$ cat src/rtl/clkgen_pkg.sv
// rtl/clkgen_pkg.sv - shared sequencer state encoding and lock-counter width helper
package clkgen_pkg;

    typedef logic [1:0] state_t;

    localparam state_t ST_HOLD = 2'd0;
    localparam state_t ST_WAIT = 2'd1;
    localparam state_t ST_RUN  = 2'd2;

    function automatic int lock_cnt_w(input int lock_wait);
        return $clog2(lock_wait);
    endfunction

endpackage

$ cat src/rtl/clkdiv_ch.sv
// rtl/clkdiv_ch.sv - one clock-enable divider channel with optional freeze/forced-pulse hooks
module clkdiv_ch
    import clkgen_pkg::*;
#(
    parameter int DIVW = 16
) (
    input  logic            clk,
    input  logic            rst_n,
    input  logic            run,
    input  logic            hold,
    input  logic            pulse,
    input  logic [DIVW-1:0] div,
    output logic            ce,
    output logic [DIVW-1:0] cnt
);

    // run is the sequencer's next-state view, so ce drops in the same cycle sys_rst_n does
    always_ff @(posedge clk or negedge rst_n) begin
        if (!rst_n) begin
            cnt <= '0;
            ce  <= 1'b0;
        end else if (!run) begin
            cnt <= '0;
            ce  <= 1'b0;
        end else if (hold) begin
            ce  <= pulse;
        end else if (cnt >= div) begin
            cnt <= '0;
            ce  <= 1'b1;
        end else begin
            cnt <= cnt + DIVW'(1);
            ce  <= 1'b0;
        end
    end

endmodule

$ cat src/rtl/clken_gen.sv
// rtl/clken_gen.sv - PLL-lock reset sequencer and NCH clock-enable generator; CLKGEN_STEP_EN adds channel 0 single-step
module clken_gen
    import clkgen_pkg::*;
#(
    parameter int NCH       = 2,
    parameter int DIVW      = 16,
    parameter int LOCK_WAIT = 1024
) (
    input  logic                clk,
    input  logic                rst_n,
    input  logic                pll_lock,
    input  logic [NCH*DIVW-1:0] div,
    input  logic                step_mode,
    input  logic                step,
    output logic                sys_rst_n,
    output logic [NCH-1:0]      ce,
    output logic                running
);

    localparam int LCW = lock_cnt_w(LOCK_WAIT);

    logic           lock_s1;
    logic           lock_s;
    state_t         state;
    state_t         state_nxt;
    logic [LCW-1:0] lock_cnt;
    logic           run_nxt;

    always_comb begin
        state_nxt = state;
        case (state)
            ST_HOLD: if (lock_s) state_nxt = ST_WAIT;
            ST_WAIT: begin
                if (!lock_s)
                    state_nxt = ST_HOLD;
                else if (lock_cnt == LCW'(LOCK_WAIT - 1))
                    state_nxt = ST_RUN;
            end
            ST_RUN:  if (!lock_s) state_nxt = ST_HOLD;
            default: state_nxt = ST_HOLD;
        endcase
    end

    assign run_nxt = (state_nxt == ST_RUN);

    always_ff @(posedge clk or negedge rst_n) begin
        if (!rst_n) begin
            lock_s1   <= 1'b0;
            lock_s    <= 1'b0;
            state     <= ST_HOLD;
            lock_cnt  <= '0;
            sys_rst_n <= 1'b0;
            running   <= 1'b0;
        end else begin
            lock_s1   <= pll_lock;
            lock_s    <= lock_s1;
            state     <= state_nxt;
            // counter only survives while staying in WAIT; any exit or glitch restarts it
            lock_cnt  <= (state == ST_WAIT && state_nxt == ST_WAIT) ? lock_cnt + LCW'(1) : '0;
            sys_rst_n <= run_nxt;
            running   <= run_nxt;
        end
    end

    logic step_hold;
    logic step_pulse;

`ifdef CLKGEN_STEP_EN
    logic step_q;

    always_ff @(posedge clk or negedge rst_n) begin
        if (!rst_n)
            step_q <= 1'b0;
        else
            step_q <= step;
    end

    assign step_hold  = step_mode;
    assign step_pulse = step & ~step_q;
`else
    assign step_hold  = 1'b0;
    assign step_pulse = 1'b0;
    wire unused_step = &{1'b0, step, step_mode};
`endif

    logic [NCH-1:0]           hold_v;
    logic [NCH-1:0]           pulse_v;
    logic [NCH-1:0][DIVW-1:0] cnt_v;

    always_comb begin
        hold_v     = '0;
        pulse_v    = '0;
        hold_v[0]  = step_hold;
        pulse_v[0] = step_pulse;
    end

    for (genvar g = 0; g < NCH; g++) begin : g_ch
        clkdiv_ch #(
            .DIVW (DIVW)
        ) u_ch (
            .clk   (clk),
            .rst_n (rst_n),
            .run   (run_nxt),
            .hold  (hold_v[g]),
            .pulse (pulse_v[g]),
            .div   (div[g*DIVW +: DIVW]),
            .ce    (ce[g]),
            .cnt   (cnt_v[g])
        );
    end

    wire unused_cnt = &{1'b0, cnt_v};

endmodule

$ cat config.mk
export PLATFORM = sky130hd
export DESIGN_NAME = clken_gen
export DESIGN_NICKNAME = d
export VERILOG_FILES = /design/src/rtl/clkgen_pkg.sv /design/src/rtl/clkdiv_ch.sv /design/src/rtl/clken_gen.sv
export SDC_FILE = /design/constraint.sdc
export NUM_CORES = 1
export LEC_CHECK = 0
export BUFFER_PORTS_ARGS = -buffer_cell sky130_fd_sc_hd__buf_4
export CAP_MARGIN = 10
export CORE_MARGIN = 5
export CORE_UTILIZATION = 45
export CTS_CLUSTER_SIZE = 24
export DETAILED_ROUTE_END_ITERATION = 8
export PLACE_DENSITY = 0.67
export SLEW_MARGIN = 5
export SYNTH_ARGS = -nofsm -noshare
export SYNTH_HDL_FRONTEND = slang
export SYNTH_SLANG_ARGS = --single-unit
$ cat constraint.sdc
create_clock -name clk -period 1.85 [get_ports clk]
set_clock_uncertainty 0.15 [all_clocks]
set_input_delay 0.0925 -clock clk [delete_from_list [all_inputs] [get_ports clk]]
set_output_delay 0.0925 -clock clk [all_outputs]
set_load 0.005 [all_outputs]
Word level (Yosys, flattened, before mapping)
Index checks and enable logic that the tools add are counted.
Word-level totals
  bits in registers: 49
  latch bits: 0
  RAM bits: 0
  memory bits (read-only): 0
  bits of input ports: 37
  memories kept: 0
Operators by class
  add/sub/neg operators: 3
  multiply operators: 0
  divide/modulo/power cells: 0
  $lt $le $gt $ge: 2
  equality and inequality tests: 5
  shifts and indexed selects: 0
  muxes and demuxes: 14
  bitwise gates (word level): 0
  reductions and logical operators: 2
Operator list (count)
  16-bit two-way mux: 4
  16-bit by 1-bit adder with 16-bit output, second input constant: 2
  16-bit greater-or-equal comparator: 2
  10-bit by 1-bit adder with 10-bit output, second input constant: 1
  10-bit == test, second input constant: 1
  10-bit two-way mux: 1
  2-bit two-way mux: 4
  2-bit case mux with 3 select lines: 1
  2-bit by 1-bit == test with 1-bit output, second input constant: 2
  2-bit == test, second input constant: 2
  1-bit two-way mux: 4
  2-bit logical NOT: 1
  1-bit logical AND: 1

Longest topological paths before layout
Gate-level depths: netlist (run 1).
  word-level depth: 7
  gate-level depth with buffers: 8
  gate-level depth less buffers: 7

Modules after synthesis
From an unflattened synthesis (run 1), not the netlist that was laid out.
Second synthesis, totals
  cells, all modules: 381
  area total of the unflattened synthesis: 3405.8 um^2
By module, submodules not included
  clkdiv_ch: times used 2, cells an instance 159, area an instance 1365.1 um^2, sequential area each 425.4 um^2
  clken_gen: times used 1, cells an instance 63, area an instance 675.6 um^2, sequential area each 375.4 um^2

Worst setup path before layout (run 1)
No wires, ideal clock.
  kind: register to register
  start: register g_ch[1].u_ch.cnt[13]
  end: register g_ch[1].u_ch.cnt[13]
  setup time: 0.119 ns
  arrival time: 1.713 ns
  slack: -0.131 ns
  stages on the path, launching flop included: 8
  cell sequence: dfrtp_1 -> ha_1 -> nand4_1 -> nor4_1 -> o31ai_4 -> nand4_4 -> buf_6 -> nor2_1
On the way
  longest elaborated chain between the ends: 3
RTL lines
  from (decl): RTL line clkdiv_ch.sv:14  | output logic [DIVW-1:0] cnt
  from (signal assigned): RTL line clkdiv_ch.sv:31  | cnt <= cnt + DIVW'(1);
  16-bit by 1-bit adder with 16-bit output or 16-bit greater-or-equal comparator (tied branches): RTL line clkdiv_ch.sv:31, clkdiv_ch.sv:27
  16-bit two-way mux *: RTL line clkdiv_ch.sv:27  | end else if (cnt >= div) begin
  16-bit two-way mux *: RTL line clkdiv_ch.sv:22  | end else if (!run) begin
Every way passes the cells marked *; elsewhere a longest branch is shown, timed or not.

Worst setup path after layout (run 1)
  start: register g_ch[1].u_ch.cnt[13]
  end: register g_ch[1].u_ch.cnt[4]
On the way
  longest elaborated chain between the ends: 3
RTL lines (RTL line)
  16-bit greater-or-equal comparator: clkdiv_ch.sv:27
  16-bit two-way mux: clkdiv_ch.sv:27
  16-bit two-way mux: clkdiv_ch.sv:22
Every way passes these cells.

==> results of run 1 <==
==> synthesized netlist by cell type (all sizes together), types with 4 or more instances <==
library cell,instances,area (um^2)
o21ai,5,25.02
nor3,7,35.03
xnor2,20,175.2
a31oi,4,25.02
nand4,12,105.1
a21oi,11,55.05
nor2,56,210.2
buf,7,67.56
ha,35,437.9
inv,42,157.7
nand3,14,70.07
xor2,16,140.1
nand2,19,71.32
dfrtp,49,1226
nor4,4,25.02
==> flip-flops by register name, indices dropped and copies added (netlist names) <==
| signal | count |
|---|---|
| g_ch.u_ch.ce | 2 |
| g_ch.u_ch.cnt | 32 |
| lock_cnt | 10 |
| lock_s | 1 |
| lock_s1 | 1 |
| running | 1 |
| state | 2 |
==> worst max-delay path by stage <==
stage | endpoint | slack, ns | cells after the start
finish | g_ch[1].u_ch.cnt[4] | -0.13 | 6
floorplan | g_ch[1].u_ch.cnt[13] | -0.01 | 7
detailed placement | g_ch[0].u_ch.cnt[13] | -0.14 | 6
CTS | g_ch[1].u_ch.cnt[4] | -0.15 | 6
global placement | g_ch[0].u_ch.cnt[3] | -0.09 | 6
global route | g_ch[0].u_ch.cnt[4] | -0.21 | 7
==> layout make-up <==
type / instances / area share [%]
clock buffer: 6 / 1.724
clock inverter: 2 / 0.9215
inverter: 42 / 3.746
multi-input combinational: 225 / 45.12
sequential: 49 / 29.13
tap: 80 / 2.378
timing repair buffer: 92 / 16.97
==> repair_timing <==
item | CTS | global route
endpoints found under the hold margin | 50 | 0
gates resized for setup | 19 | 40
pin swaps | 8 | 29
endpoints found under the setup margin | 34 | 34
hold buffers | 2 | 0
setup buffers | 5 | 5
cloned | 0 | 1
==> stage by stage <==
stage,hold WS [ns],cell area [um^2],total power [uW],instances
finish,0.1738,4209,2035,496
global route,0.2378,4209,2128,496
CTS,0.1988,3968,2046,490
detailed placement,-0.0006920,3690,1253,475
global placement,-0.00007311,3690,1248,475
floorplan,-0.3531,3062,1160,323
==> worst max-delay path, cell delays in order, from the launching register on <==
cell and delay, ns:
dfrtp_1 0.42, ha_4 0.22, a21o_1 0.17, a21o_1 0.18, a22oi_2 0.33, nand4_4 0.25
nor2_1 0.18
==> cell families (layout without fill, tap and decap cells) <==
| kind of cell | Yosys count | after routing | synth area share (%) |
|---|---|---|---|
| fa+ha+maj | 35 | 35 | 14.44 |
| xor+xnor | 36 | 36 | 10.40 |
| buf+inv | 50 | 142 | 7.594 |
| simple gates | 121 | 122 | 19.19 |
| compound gates | 32 | 32 | 7.924 |
| flops | 49 | 49 | 40.45 |
==> power groups by stage <==
stage,clock (uW),sequential (uW),combinational (uW)
after floorplan,0,1100,59.9
after global placement,0,1100,147
after detailed placement,0,1100,152
after CTS,800,1080,166
after global routing,849,1080,197
final,784,1080,172
==> placed cells by master, fill, tap and decap left out, drive strengths merged, types with 3 or more instances in the layout <==
cell / count
clkbuf: 6
ha: 35
nor2: 56
nand4: 13
a21oi: 11
inv: 42
dfrtp: 49
nand3: 14
and4: 3
a31oi: 4
nor4: 4
xor2: 16
buf: 90
nor3: 7
xnor2: 20
o21ai: 5
nand2: 19
==> routing by layer <==
| metal | global-route usage (%) | vias to the layer above | routed length, um |
|---|---|---|---|
| li1 | - | 1265 | - |
| met1 | 20.00 | 1186 | 3007 |
| met2 | 26.58 | 40 | 3661 |
| met3 | 4.102 | 6 | 228 |
| met4 | 4.332 | 0 | 55 |
| met5 | 0 | - | 0 |
==> key figures, run 1 <==
Route
  • WL per Instance: 14.02 um
  • Remaining DRCs: 0
  • DR pass1 iterations: 4
  • Routed WL: approximately 7 mm
  • 1st-iter DRT viols: 64
  • Post-DRT Antenna Nets: 0
  • Vias/cell: around 5.0
  • Vias post-DR: around 2500

Cells and area
  • FILL cells: ~540
  • Area Overhead vs Synth: 38.84%
  • Fin nets: roughly 500
  • Final core occ: between 60% and 70%
  • N_diodes: 0
  • Layout cell share with drive strength beyond 1: a little over a third
  • Area of the multi-input gates: approximately 0.0019 mm^2
  • Register area: 0.001226 mm^2

Timing
  • Slew margin rel.: about three fifths
  • RSZ-0062 raised after global routing: yes
  • Final Setup Violations: 34
  • Tcrit/Tclk final: 107.0%
  • Slew @ Worst Pin: 0.6178 ns
  • Final hold vios: 0
  • Fmax: approximately 500 MHz
  • PnR worst setup slack: -0.1289 ns
  • Setup tns final: -2.360 ns
  • Minimum clock period: slightly below 2 ns
  • Final Max Tran Viols: 0

Global routing
  • Global route total overflow: 0
  • Tot GR Track Use: 15.77%
  • Vias in the first global route: between 2000 and 2500
  • Initial antenna violation count: 0
  • Largest net degree at the start of global routing: 50
  • First-pass GRT wire length: around 11 mm

Die
  • Std-Cell Rows: 30
  • # IOs: 41
  • Core ar.: between 0.006 and 0.007 mm^2
  • Die Wd: ~92 um
  • Die ar.: roughly 0.0085 mm^2
  • Die Height: about 92 um
  • Initial Util: 45.37%

Power
  • Lkg Pwr: 0.001932 uW
  • Clock power share: 38.5%
  • Switching share of power: a little under a quarter
  • Peak supply drop: between 300 and 400 uV
  • Pwr per Cell Area: about 480 mW/mm^2
  • P_sw: between 400 and 500 uW
  • Reg power frac: 53.0%
  • Combinational power share: under 10%
  • Int Power: 1570 uW

Setup path
  • Reg2Reg Setup Slack: -0.13 ns
  • Crit path kind: reg2reg
  • Crit path capture type: flop
  • Worst R2R End: g_ch[1].u_ch.cnt[4]
  • Reg2reg start: g_ch[1].u_ch.cnt[13]
  • Crit path max fanout: 8
  • Worst r2r path cells: 6
  • Critical Path AT: ~2.1 ns
  • Worst EP required: ~1.9 ns
  • CP startpoint: g_ch[1].u_ch.cnt[13]
  • Critical path startpoint category: flop

Synthesis
  • Synth async-reset ratio: 100.0%
  • Number of enable flip-flop cells after synthesis: 0
  • Post-synth cell types: 35
  • Sequential area share after synthesis: 40.45%
  • Yosys warnings: 0
  • Syn_nets: about 400
  • Synth Flop Type: dfrtp_1
  • Synthesized flop and latch total: about 50
  • Syn Inst Count: around 320
  • Syn_area_per_cell: between 9 and 10 um^2
  • Mapped Area: just over 0.003 mm^2

Min path
  • Worst Hold Class: in2async

Clock network
  • Clock Tree Buf Depth: 2
  • CTS HTree Levels: 2
  • Clock latency at the later pin of the worst-skew pair: just over 0.3 ns
  • Clock-pin slew on the worst setup and hold paths: roughly 0.090 ns
  • CTS tree: done
  • Clock root cell: clkbuf_8
  • Clk sink count: between 40 and 50
  • Total CTS buffers: 5

Outcome
  • Status: finished, violations left
  • Failing checks: negative setup slack

Flow run
  • Max cap viols: 0

Placed design
  • GP Congestion: slightly above 0.8
  • Post-DP HPWL: ~4.7 mm
  • Port buffer count: 38
  • Placement Setup Slack: -0.1357 ns
Power figures use the tool's default switching activity.
==> run 2: changes to the inputs <==
- SKIP_LAST_GASP: not set -> 1
==> run 2 against run 1 <==
Effect of this change: the flow still finishes with violations (negative setup slack); highest routed layer unchanged; cell count unchanged; first-iteration DRC count shrank 3.1%; count of clock-buffer cells in the layout is the same; register-to-register slack about the same; sequential cell count stayed put; routed wire length down 0.52%; worst hold slack improved by 0.0010 ns; design area shrank 0.21%.
==> key figures, run 2 (synthesis results as in run 1) <==
Timing
  • Final Setup Violations: 33 (-2.9%)
  • PnR worst setup slack: -0.1198 ns (+0.009027 ns)
  • Minimum clock period: 1.970 ns (-0.009027 ns)
  • Slew margin rel.: 58.59% (-0.23 points)
  • Final hold vios: 0 (unchanged)
  • Final Max Tran Viols: 0 (unchanged)
  • Tcrit/Tclk final: 106.5% (-0.49 points)
  • RSZ-0062 raised after global routing: yes
  • Slew @ Worst Pin: 0.6212 ns (+0.003467 ns)
  • Fmax: 507.7 MHz (+0.46%)

Setup path
  • Crit path kind: reg2reg
  • Reg2Reg Setup Slack: -0.12 ns (about the same)
  • Critical Path AT: 2.05 ns (about the same)
  • Worst EP required: 1.93 ns (about the same)
  • Reg2reg start: g_ch[1].u_ch.cnt[13]
  • Worst R2R End: g_ch[1].u_ch.cnt[4]
  • Critical path startpoint category: flop
  • Crit path max fanout: 8 (unchanged)
  • Worst r2r path cells: 6 (unchanged)
  • CP startpoint: g_ch[1].u_ch.cnt[13]
  • Crit path capture type: flop
  • Worst setup endpoint: g_ch[1].u_ch.cnt[4]

Cells and area
  • Final std cells w/o fill: 496 (unchanged)
  • Most frequent cells in the layout: buf_4, dfrtp_1, inv_1, nor2_1, ha_1
  • Largest regs: g_ch.u_ch.cnt x32, lock_cnt x10
  • Final core occ: 62.87% (-0.13 points)
  • Commonest non-fill, non-tap cell in the layout: buf_4
  • Fin nets: 487 (unchanged)
  • Biggest register: g_ch.u_ch.cnt
  • Max reg flops: 32 (unchanged)
  • N_diodes: 0 (unchanged)
  • Area Overhead vs Synth: 38.55%
  • Layout cell share with drive strength beyond 1: 34.62% (-0.48 points)

Clock network
  • CTS HTree Levels: 2 (unchanged)
  • Clk sink count: 49 (unchanged)
  • Clock-pin slew on the worst setup and hold paths: 0.09 ns (about the same)
  • Clock Tree Buf Depth: 2 (unchanged)
  • Total CTS buffers: 5 (unchanged)
  • Clock root cell: clkbuf_8
  • Clock latency at the later pin of the worst-skew pair: 0.31 ns (about the same)
  • CTS tree: done

Global routing
  • Gr busiest metal: met2
  • First-pass GRT wire length: 10.83 mm (-0.38%)
  • Grt met3 use: 4.020% (-0.082 points)
  • Vias in the first global route: 2443 (-0.97%)
  • Tot GR Track Use: 15.70% (-0.069 points)
  • Global route total overflow: 0 (unchanged)
  • Grt met1 use: 20.21% (+0.21 points)
  • M2 GR Usage: 26.28% (-0.30 points)
  • Initial antenna violation count: 0 (unchanged)
  • Largest net degree at the start of global routing: 50 (unchanged)

Route
  • 1st-iter DRT viols: 62 (-3.1%)
  • DR pass1 iterations: 4 (unchanged)
  • Vias post-DR: 2498 (+0.040%)
  • Vias/cell: 5.036 (about the same)
  • WL per Instance: 13.94 um (-0.52%)
  • Routed WL: 6.916 mm (-0.52%)
  • Post-DRT Antenna Nets: 0 (unchanged)
  • Remaining DRCs: 0 (unchanged)

Placed design
  • Post-DP HPWL: 4.692 mm (unchanged)
  • Port buffer count: 38 (unchanged)
  • DP Cell Count: 475 (unchanged)
  • GP Congestion: 0.8106 (unchanged)

Die
  • Die Height: 92.08 um (unchanged)
  • Die ar.: 0.008479 mm^2 (unchanged)
  • Std-Cell Rows: 30 (unchanged)
  • Core ar.: 0.006681 mm^2 (unchanged)
  • Initial Util: 45.37% (unchanged)
  • Die Wd: 92.08 um (unchanged)
  • # IOs: 41 (unchanged)

Power
  • Peak supply drop: 353.4 uV (-1.2%)
  • Pwr per Cell Area: 484.8 mW/mm^2 (+0.25%)
  • Lkg Pwr: 0.001932 uW (about the same)

Min path
  • Worst Hold Class: in2async

Outcome
  • Status: finished, violations left
  • Failing checks: negative setup slack

Flow run
  • Max cap viols: 0 (unchanged)
==> run 2: cell types whose count changed in the layout (fill, tap and decap cells not counted) <==
cell and change:
nor2_1 +1, nor2_2 -1, nor4_1 +1, nor4_2 -1
==> run 2: worst min-delay path by stage <==
stage,start,endpoint
final,rst_n,g_ch[0].u_ch.cnt[0]
after global placement,rst_n,g_ch[0].u_ch.cnt[1]
after CTS,rst_n,g_ch[0].u_ch.cnt[11]
after detailed placement,rst_n,g_ch[0].u_ch.cnt[0]
after floorplan,rst_n,g_ch[0].u_ch.ce
after global routing,lock_s1,lock_s
==> run 2: metrics by stage <==
step	cell area, um^2	total power, uW	setup WS (ns)	hold slack (ns)	TNS (ns)
2_1_floorplan	3062	1160	-0.01176	-0.3531	-0.02353
3_3_place_gp	3690	1248	-0.08788	-0.00007311	-1.890
3_5_place_dp	3690	1253	-0.1357	-0.0006920	-3.456
4_1_cts	3961	2045	-0.1483	0.1988	-1.997
5_1_grt	4200	2131	-0.2218	0.2383	-5.382
6_report	4200	2036	-0.1198	0.1748	-2.289
==> run 2: metal layers <==
layer  wire (um)  up-vias
met5           0        -
met4          51        0
met3         231        6
met2        3667       36
met1        2966     1191
li1            -     1265
==> run 2: report_power, final <==
group          total [uW]  leakage (uW)  switching (uW)  internal [uW]
registers            1080      0.000677            4.45           1080
logic                 172       0.00120            84.6           87.7
clock network         784     0.0000554             378            407
total                2040       0.00193             467           1570
==> run 2: layout make-up <==
cell class                 count  area, um^2
fill                         541        2481
multi-input combinational    225        1891
sequential                    49        1226
timing repair buffer          92       714.4
inverter                      42       157.7
tap                           80       100.1
clock buffer                   6       72.57
clock inverter                 2       38.79
==> run 2: what timing repair did <==
action,in CTS,in global routing
setup endpoints to repair,34,34
gates cloned,0,1
gates resized for setup,17,40
pin swaps,8,28
buffers inserted,5,5
hold endpoints to repair,50,0
hold buffers,2,0
==> run 2: critical path, cell delays in order, from the launching register on <==
cell and delay, ns:
dfrtp_1 0.42, ha_4 0.22, a21o_1 0.17, a21o_1 0.18, a22oi_2 0.33, nand4_4 0.24, nor2_1 0.18
